File: src/rtl/ram_fifo_pkg.sv
// Shared constants and helpers for the RAM-backed first-word-fall-through FIFO.
package ram_fifo_pkg;

  // Number of registered entries in front of the RAM that hide its read latency
  localparam int OUT_STAGE_DEPTH = 2;

  // Cycles between issuing a RAM read and the data appearing on the read port
  localparam int RAM_RD_LAT = 1;

  // Width of a counter able to hold every value from 0 up to and including depth
  function automatic int levelWidth(input int depth);
    return $clog2(depth + 1);
  endfunction

endpackage

File: src/rtl/ram_fifo_fwft_if.sv
// Handshake, status and error bundle of the FWFT FIFO.
// The slave side is the FIFO; the master side is whoever drives it.
interface ram_fifo_fwft_if
  import ram_fifo_pkg::*;
#(
  parameter int DATA_WIDTH = 128,
  parameter int LEVEL_W    = levelWidth(16)
);

  logic                  flush;
  logic                  in_valid;
  logic                  in_ready;
  logic [DATA_WIDTH-1:0] in_data;
  logic                  out_valid;
  logic                  out_ready;
  logic [DATA_WIDTH-1:0] out_data;
  logic [LEVEL_W-1:0]    fill_level;
  logic                  almost_full;
  logic                  almost_empty;
  logic                  overflow_err;
  logic                  underflow_err;

  modport slave (
    input  flush, in_valid, in_data, out_ready,
    output in_ready, out_valid, out_data, fill_level,
           almost_full, almost_empty, overflow_err, underflow_err
  );

  modport master (
    output flush, in_valid, in_data, out_ready,
    input  in_ready, out_valid, out_data, fill_level,
           almost_full, almost_empty, overflow_err, underflow_err
  );

endinterface

File: src/rtl/ram_fifo_fwft_ram_1w1r.sv
// Simple dual-port storage: one write port, one registered read port, no reset.
// A read of the address being written in the same cycle returns the new data.
module ram_1w1r #(
  parameter int DEPTH      = 16,
  parameter int DATA_WIDTH = 128
) (
  input  logic                     clk,
  input  logic                     we_i,
  input  logic [$clog2(DEPTH)-1:0] waddr_i,
  input  logic [DATA_WIDTH-1:0]    wdata_i,
  input  logic                     re_i,
  input  logic [$clog2(DEPTH)-1:0] raddr_i,
  output logic [DATA_WIDTH-1:0]    rdata_o
);

  logic [DATA_WIDTH-1:0] mem_q [DEPTH];
  logic [DATA_WIDTH-1:0] rdata_q;

  // Write port: store the incoming word at the write address
  always_ff @(posedge clk) begin
    if (we_i) begin
      mem_q[waddr_i] <= wdata_i;
    end
  end

  // Read port: register the addressed word, forwarding a same-address write
  always_ff @(posedge clk) begin
    if (re_i) begin
      if (we_i && (waddr_i == raddr_i)) begin
        rdata_q <= wdata_i;
      end else begin
        rdata_q <= mem_q[raddr_i];
      end
    end
  end

  assign rdata_o = rdata_q;

endmodule

File: src/rtl/ram_fifo_fwft.sv
// First-word-fall-through FIFO around a registered-read RAM. A two-entry
// output stage (head, next) plus the word currently on the RAM read port
// hide the read latency so one push and one pop per cycle are sustained.
module ram_fifo_fwft
  import ram_fifo_pkg::*;
#(
  parameter int DEPTH      = 16,
  parameter int DATA_WIDTH = 128,
  parameter int AF_THR     = DEPTH - 2,
  parameter int AE_THR     = 2
) (
  input  logic            clk,
  input  logic            rst,
  ram_fifo_fwft_if.slave  bus
);

  localparam int AW = $clog2(DEPTH);
  localparam int LW = levelWidth(DEPTH);
  localparam logic [LW-1:0] DEPTH_L = LW'(DEPTH);
  localparam logic [LW-1:0] AF_L    = LW'(AF_THR);
  localparam logic [LW-1:0] AE_L    = LW'(AE_THR);
  localparam logic [1:0]    STALL_LIMIT = 2'd2;

  logic [AW-1:0]         wrPtr_q, wrPtr_d;
  logic [AW-1:0]         rdPtr_q, rdPtr_d;
  logic [LW-1:0]         fill_q, fill_d;
  logic [LW-1:0]         ramCount_q, ramCount_d;
  logic                  headValid_q, headValid_d;
  logic                  nextValid_q, nextValid_d;
  logic                  inflight_q, inflight_d;
  logic [DATA_WIDTH-1:0] head_q, head_d;
  logic [DATA_WIDTH-1:0] next_q, next_d;
  logic                  af_q, af_d;
  logic                  ae_q, ae_d;
  logic                  ovErr_q, ovErr_d;
  logic                  unErr_q, unErr_d;
  logic [1:0]            stallCnt_q, stallCnt_d;

  logic [DATA_WIDTH-1:0] ramRdData;
  logic [DATA_WIDTH-1:0] slot0, slot1;
  logic                  slot0V, slot1V, slot2V;
  logic                  inReady, push, pop, issue, ramRe, stallCond;

  ram_1w1r #(
    .DEPTH      (DEPTH),
    .DATA_WIDTH (DATA_WIDTH)
  ) u_ram (
    .clk     (clk),
    .we_i    (push),
    .waddr_i (wrPtr_q),
    .wdata_i (bus.in_data),
    .re_i    (ramRe),
    .raddr_i (rdPtr_q),
    .rdata_o (ramRdData)
  );

  // Next-state for pointers, occupancy, output stage, flags and sticky errors.
  // The queue order is head, next, then the word on the RAM read port; after a
  // pop the survivors are compacted towards head.
  always_comb begin
    inReady = !rst && !bus.flush && (fill_q < DEPTH_L);

    slot0  = headValid_q ? head_q : ramRdData;
    slot0V = headValid_q | inflight_q;
    slot1  = nextValid_q ? next_q : ramRdData;
    slot1V = headValid_q & (nextValid_q | inflight_q);
    slot2V = headValid_q & nextValid_q & inflight_q;

    push = bus.in_valid & inReady;
    pop  = slot0V & bus.out_ready;

    head_d      = pop ? slot1 : slot0;
    headValid_d = pop ? slot1V : slot0V;
    next_d      = pop ? ramRdData : slot1;
    nextValid_d = pop ? slot2V : slot1V;

    issue      = (ramCount_q != '0) &&
                 ((LW'(headValid_d) + LW'(nextValid_d)) < LW'(OUT_STAGE_DEPTH));
    inflight_d = issue;
    ramCount_d = ramCount_q + LW'(push) - LW'(issue);
    wrPtr_d    = wrPtr_q + AW'(push);
    rdPtr_d    = rdPtr_q + AW'(issue);
    fill_d     = fill_q + LW'(push) - LW'(pop);

    ovErr_d   = ovErr_q | (bus.in_valid & ~inReady & ~bus.flush);
    stallCond = bus.out_ready & ~slot0V & (fill_q != '0);
    unErr_d   = unErr_q | (stallCond & (stallCnt_q == STALL_LIMIT));
    if (!stallCond) begin
      stallCnt_d = 2'd0;
    end else if (stallCnt_q == STALL_LIMIT) begin
      stallCnt_d = stallCnt_q;
    end else begin
      stallCnt_d = stallCnt_q + 2'd1;
    end

    if (bus.flush) begin
      headValid_d = 1'b0;
      nextValid_d = 1'b0;
      inflight_d  = 1'b0;
      ramCount_d  = '0;
      wrPtr_d     = '0;
      rdPtr_d     = '0;
      fill_d      = '0;
      stallCnt_d  = 2'd0;
    end

    af_d = (fill_d >= AF_L);
    ae_d = (fill_d <= AE_L);

    ramRe = issue && !bus.flush && !rst;
  end

  // State register with synchronous reset; flush is handled in next-state
  always_ff @(posedge clk) begin
    if (rst) begin
      wrPtr_q     <= '0;
      rdPtr_q     <= '0;
      fill_q      <= '0;
      ramCount_q  <= '0;
      headValid_q <= 1'b0;
      nextValid_q <= 1'b0;
      inflight_q  <= 1'b0;
      head_q      <= '0;
      next_q      <= '0;
      af_q        <= 1'b0;
      ae_q        <= 1'b1;
      ovErr_q     <= 1'b0;
      unErr_q     <= 1'b0;
      stallCnt_q  <= 2'd0;
    end else begin
      wrPtr_q     <= wrPtr_d;
      rdPtr_q     <= rdPtr_d;
      fill_q      <= fill_d;
      ramCount_q  <= ramCount_d;
      headValid_q <= headValid_d;
      nextValid_q <= nextValid_d;
      inflight_q  <= inflight_d;
      head_q      <= head_d;
      next_q      <= next_d;
      af_q        <= af_d;
      ae_q        <= ae_d;
      ovErr_q     <= ovErr_d;
      unErr_q     <= unErr_d;
      stallCnt_q  <= stallCnt_d;
    end
  end

  assign bus.in_ready      = inReady;
  assign bus.out_valid     = slot0V;
  assign bus.out_data      = slot0V ? slot0 : '0;
  assign bus.fill_level    = fill_q;
  assign bus.almost_full   = af_q;
  assign bus.almost_empty  = ae_q;
  assign bus.overflow_err  = ovErr_q;
  assign bus.underflow_err = unErr_q;

endmodule

File: src/flat_wrapper.sv
// flat-port wrapper written by rule: the top's interface ports become plain ports
module ram_fifo_fwft_flat import ram_fifo_pkg::*;
#(
  parameter int DEPTH      = 16,
  parameter int DATA_WIDTH = 128,
  parameter int AF_THR     = DEPTH - 2,
  parameter int AE_THR     = 2
)
  (clk, rst, bus_flush, bus_in_valid, bus_in_data, bus_out_ready, bus_in_ready, bus_out_valid, bus_out_data, bus_fill_level, bus_almost_full, bus_almost_empty, bus_overflow_err, bus_underflow_err);
  ram_fifo_fwft_if #(.DATA_WIDTH(DATA_WIDTH), .LEVEL_W((5))) bus_i ();
  input  logic clk;
  input  logic rst;
  input wire logic [$bits(bus_i.flush)-1:0] bus_flush;
  input wire logic [$bits(bus_i.in_valid)-1:0] bus_in_valid;
  input wire logic [$bits(bus_i.in_data)-1:0] bus_in_data;
  input wire logic [$bits(bus_i.out_ready)-1:0] bus_out_ready;
  output wire logic [$bits(bus_i.in_ready)-1:0] bus_in_ready;
  output wire logic [$bits(bus_i.out_valid)-1:0] bus_out_valid;
  output wire logic [$bits(bus_i.out_data)-1:0] bus_out_data;
  output wire logic [$bits(bus_i.fill_level)-1:0] bus_fill_level;
  output wire logic [$bits(bus_i.almost_full)-1:0] bus_almost_full;
  output wire logic [$bits(bus_i.almost_empty)-1:0] bus_almost_empty;
  output wire logic [$bits(bus_i.overflow_err)-1:0] bus_overflow_err;
  output wire logic [$bits(bus_i.underflow_err)-1:0] bus_underflow_err;
  assign bus_i.flush = bus_flush;
  assign bus_i.in_valid = bus_in_valid;
  assign bus_i.in_data = bus_in_data;
  assign bus_i.out_ready = bus_out_ready;
  assign bus_in_ready = bus_i.in_ready;
  assign bus_out_valid = bus_i.out_valid;
  assign bus_out_data = bus_i.out_data;
  assign bus_fill_level = bus_i.fill_level;
  assign bus_almost_full = bus_i.almost_full;
  assign bus_almost_empty = bus_i.almost_empty;
  assign bus_overflow_err = bus_i.overflow_err;
  assign bus_underflow_err = bus_i.underflow_err;
  ram_fifo_fwft #(.DEPTH(DEPTH), .DATA_WIDTH(DATA_WIDTH), .AF_THR(AF_THR), .AE_THR(AE_THR)) u_core (.clk(clk), .rst(rst), .bus(bus_i));
endmodule
File: config.mk
export PLATFORM = sky130hd
export DESIGN_NAME = ram_fifo_fwft_flat
export DESIGN_NICKNAME = d
export VERILOG_FILES = /design/src/rtl/ram_fifo_pkg.sv /design/src/rtl/ram_fifo_fwft_if.sv /design/src/rtl/ram_fifo_fwft_ram_1w1r.sv /design/src/rtl/ram_fifo_fwft.sv /design/src/flat_wrapper.sv
export SDC_FILE = /design/constraint.sdc
export NUM_CORES = 2
export LEC_CHECK = 0
export CAP_MARGIN = 20
export CORE_UTILIZATION = 40
export DETAILED_ROUTE_END_ITERATION = 8
export SKIP_CTS_REPAIR_TIMING = 1
export SLEW_MARGIN = 15
export SYNTH_ARGS = -nofsm -noshare
export SYNTH_HDL_FRONTEND = slang
export SYNTH_SLANG_ARGS = --single-unit
File: constraint.sdc
create_clock -name clk -period 13.8 [get_ports clk]
set_clock_uncertainty 0.15 [all_clocks]
set_input_delay 3.45 -clock clk [delete_from_list [all_inputs] [get_ports clk]]
set_output_delay 3.45 -clock clk [all_outputs]
set_load 0.05 [all_outputs]
==> summary.md <==
| Metric | Value |
|---|---|
| Minimum clock period after layout | `8.88 ns` |
| Num CTS Buffers | `275` |
| Synth Instances | `5508` |
| Drt first pass iters | `5` |
| Mapped Area | `0.0952 mm^2` |
| Number of vias per cell | `5.59` |
| Clock Latency Late Sink | `0.91 ns` |
| Dominant cells by area after synthesis | `edfxtp_1, mux4_2, dfxtp_1` |
| Crit path kind | `input pin to primary output` |
| GRT overflow | `0` |
| Die Height | `490 um` |
| Clock buffer depth | `4` |
| Final hold vios | `0` |
| Worst hold slack | `0.300 ns` |
| CTS clk-pin slew, worst paths | `0.06 ns` |
| Clk sinks | `2459` |
| Synth top area share | `68.7%` |
| Port Buffers | `271` |
| Die Span X | `490 um` |
| Final period util | `64.4%` |
| Layout cells sized above 1 | `14.5%` |
| Vias in the first global route | `51600` |
| Slew @ Worst Pin | `1.08 ns` |
| Top-count cell post-synth | `edfxtp_1` |
| Via count | `51100` |
| FF+latch count, synth | `2459` |
| CP Capture Type | `primary output` |
| Distinct cells, synth | `49` |
| Startpoint Class | `input pin` |
| Final WL | `244000 um` |
| Mean Syn Cell Area | `17.3 um^2` |
| PD cells | `161 mW/mm^2` |
| Critical path origin | `bus_flush` |
| Antenna violations before repair | `46` |
| Register area share after synthesis | `74.6%` |
| Crit path DAT | `5.28 ns` |
| Filler instances | `19800` |
| Syn_nets | `5659` |
| R2r setup slk | `8.42 ns` |
| Post-DRT Antenna Nets | `0` |
| P&R area growth vs syn | `15.1%` |
| Final #Nets | `5947` |
| Synth cell count leaders | `edfxtp_1, nor2_1, mux2i_1` |
| Pin count of the biggest net entering global routing | `128` |
| Async SR Flop Fraction | `0%` |
| WL per Instance | `26.7 um` |
| Total power draw | `17.7 mW` |
| # setup viols final | `0` |
| Post-synth EDFFs | `2176` |
| Maximum VDD drop | `102 uV` |
| Gpl congestion | `0.746` |
| CP required | `10.20 ns` |
| Hold Startpoint | `u_core.next_q[14]` |
| Outcome | `finished, final reports clean` |
| Tot GR Track Use | `20.2%` |
| Initial core utilization | `40.4%` |
| Highest Clock Rate | `113 MHz` |
| R2R Path Start | `u_core.rdPtr_q[2]` |
| First-pass GRT wire length | `354000 um` |
| Register area | `0.0710 mm^2` |
| Die footprint | `0.240 mm^2` |
| Unrepaired setup endpoints after global routing | `no` |
| Crit path max fanout | `14` |
| TritonCTS clock tree | `yes` |
| Ports | `272` |
| Site Rows | `178` |
| Initial DRC count | `4028` |
| Synth warn | `0` |
| Post-DP HPWL | `128000 um` |
| Core Box Area | `0.236 mm^2` |
| Lkg Pwr | `34.3 nW` |
| Worst slew margin | `27.9%` |
| # DRC | `0` |
| Root Buffer | `clkbuf_16` |
| Biggest area consumer among synthesized cells | `edfxtp_1` |
| Synth Flop Type | `edfxtp_1` |
| Slew Viols, Final | `0` |
| Htree depth | `5` |
| Max_cap viols | `0` |
| Hold Crit Class | `register to register` |
| Area taken by multi-input logic gates | `0.0225 mm^2` |
| Sum of negative setup slack | `0 ns` |
-- state kept, by name (all words and copies together) (netlist names) --
signal / flops
u_core.bus.fill_level: 5
u_core.next_q: 128
u_core.inflight_q: 1
u_core.bus.overflow_err: 1
u_core.stallCnt_q: 2
u_core.ramCount_q: 5
u_core.bus.almost_empty: 1
u_core.head_q: 128
u_core.u_ram.mem_q: 2048
u_core.headValid_q: 1
u_core.bus.underflow_err: 1
u_core.u_ram.rdata_o: 128
u_core.wrPtr_q: 4
u_core.bus.almost_full: 1
u_core.nextValid_q: 1
u_core.rdPtr_q: 4
-- where the power goes --
part / internal [mW] / switching (mW)
combinational: 0.821 / 1.35
sequential: 8.37 / 0.212
clock: 4.08 / 2.83
total: 13.3 / 4.39
-- kinds of logic after synthesis --
family | Yosys count | synth area share, %
buffers and inverters | 381 | 1.92
multiplexers | 825 | 13.2
XOR/XNOR | 16 | 0.147
adder cells (fa/ha/maj) | 18 | 0.252
flip-flops | 2459 | 74.6
AND/OR/NAND/NOR | 1095 | 4.85
AO/OA/AOI/OAI | 714 | 5.01
-- layer usage --
| metal | vias up | track usage [%] | routed length [um] |
|---|---|---|---|
| met2 | 1554 | 34.0 | 121000 |
| li1 | 22200 | - | - |
| met5 | - | 0 | 230 |
| met1 | 26900 | 27.0 | 103000 |
| met3 | 426 | 3.73 | 14400 |
| met4 | 36 | 5.29 | 5590 |
-- worst paths after layout --
kind	end	cells after the start
max	bus_in_ready	4
max reg2reg	u_core.u_ram.rdata_o[108]	9
min	u_core.next_q[14]	2
min reg2reg	u_core.next_q[14]	2
-- area by class of cell --
type	instances	area share (%)
clock buffer	354	6.76
sequential	2459	64.8
tap	3150	3.60
multi-input combinational	2668	20.6
inverter	15	0.0514
timing repair buffer	377	3.32
clock inverter	112	0.896
antenna	6	0.0137
-- per-stage QoR --
| step | std cells | worst slack, ns | cell area [um^2] | utilization, % |
|---|---|---|---|---|
| global placement | 8668 | 4.84 | 101000 | 42.9 |
| finish | 9141 | 4.92 | 110000 | 46.5 |
| global route | 9138 | 4.84 | 110000 | 46.5 |
| floorplan | 5508 | 0.100 | 95200 | - |
| detailed placement | 8669 | 4.93 | 101000 | 42.9 |
| CTS | 9135 | 4.91 | 110000 | 46.5 |
-- layout by cell type, fill, tap and decap left out, types with 8 or more instances in the layout --
cell type        Yosys  routed
nor2_4               1      13
a211oi_1            11      11
o21ai_0             33      33
mux2i_1            467     467
mux2_2              15      15
a22oi_1            170     170
and2_1              12       9
inv_6                0       8
clkbuf_16            0     282
dfxtp_1            283     278
nor4_1             128     128
a21oi_1            223     223
mux4_2             343     343
a31oi_1             86      86
clkbuf_1           160      64
o21a_1              16      16
a2111oi_0           11      11
bufinv_16            0      16
buf_4               31      96
a22o_1             128     128
buf_12               0       9
nor2_1             598     586
nor2b_1             29      27
nand2_1            300     298
xnor2_1              9       9
clkinv_2             0      41
clkinv_1             0      36
clkbuf_8             0       8
ha_1                16      16
o221ai_1            16      16
clkdlybuf4s50_1      0     270
inv_1               14      14
edfxtp_1          2176    2176
o21ai_1             16      16
-- worst max-delay path, cell delays in order --
cell and delay [ns]:
clkdlybuf4s50_1 0.45, or2_2 0.42, nor2_1 0.13, clkdlybuf4s50_1 0.83
(Power assumes the default switching activity.)
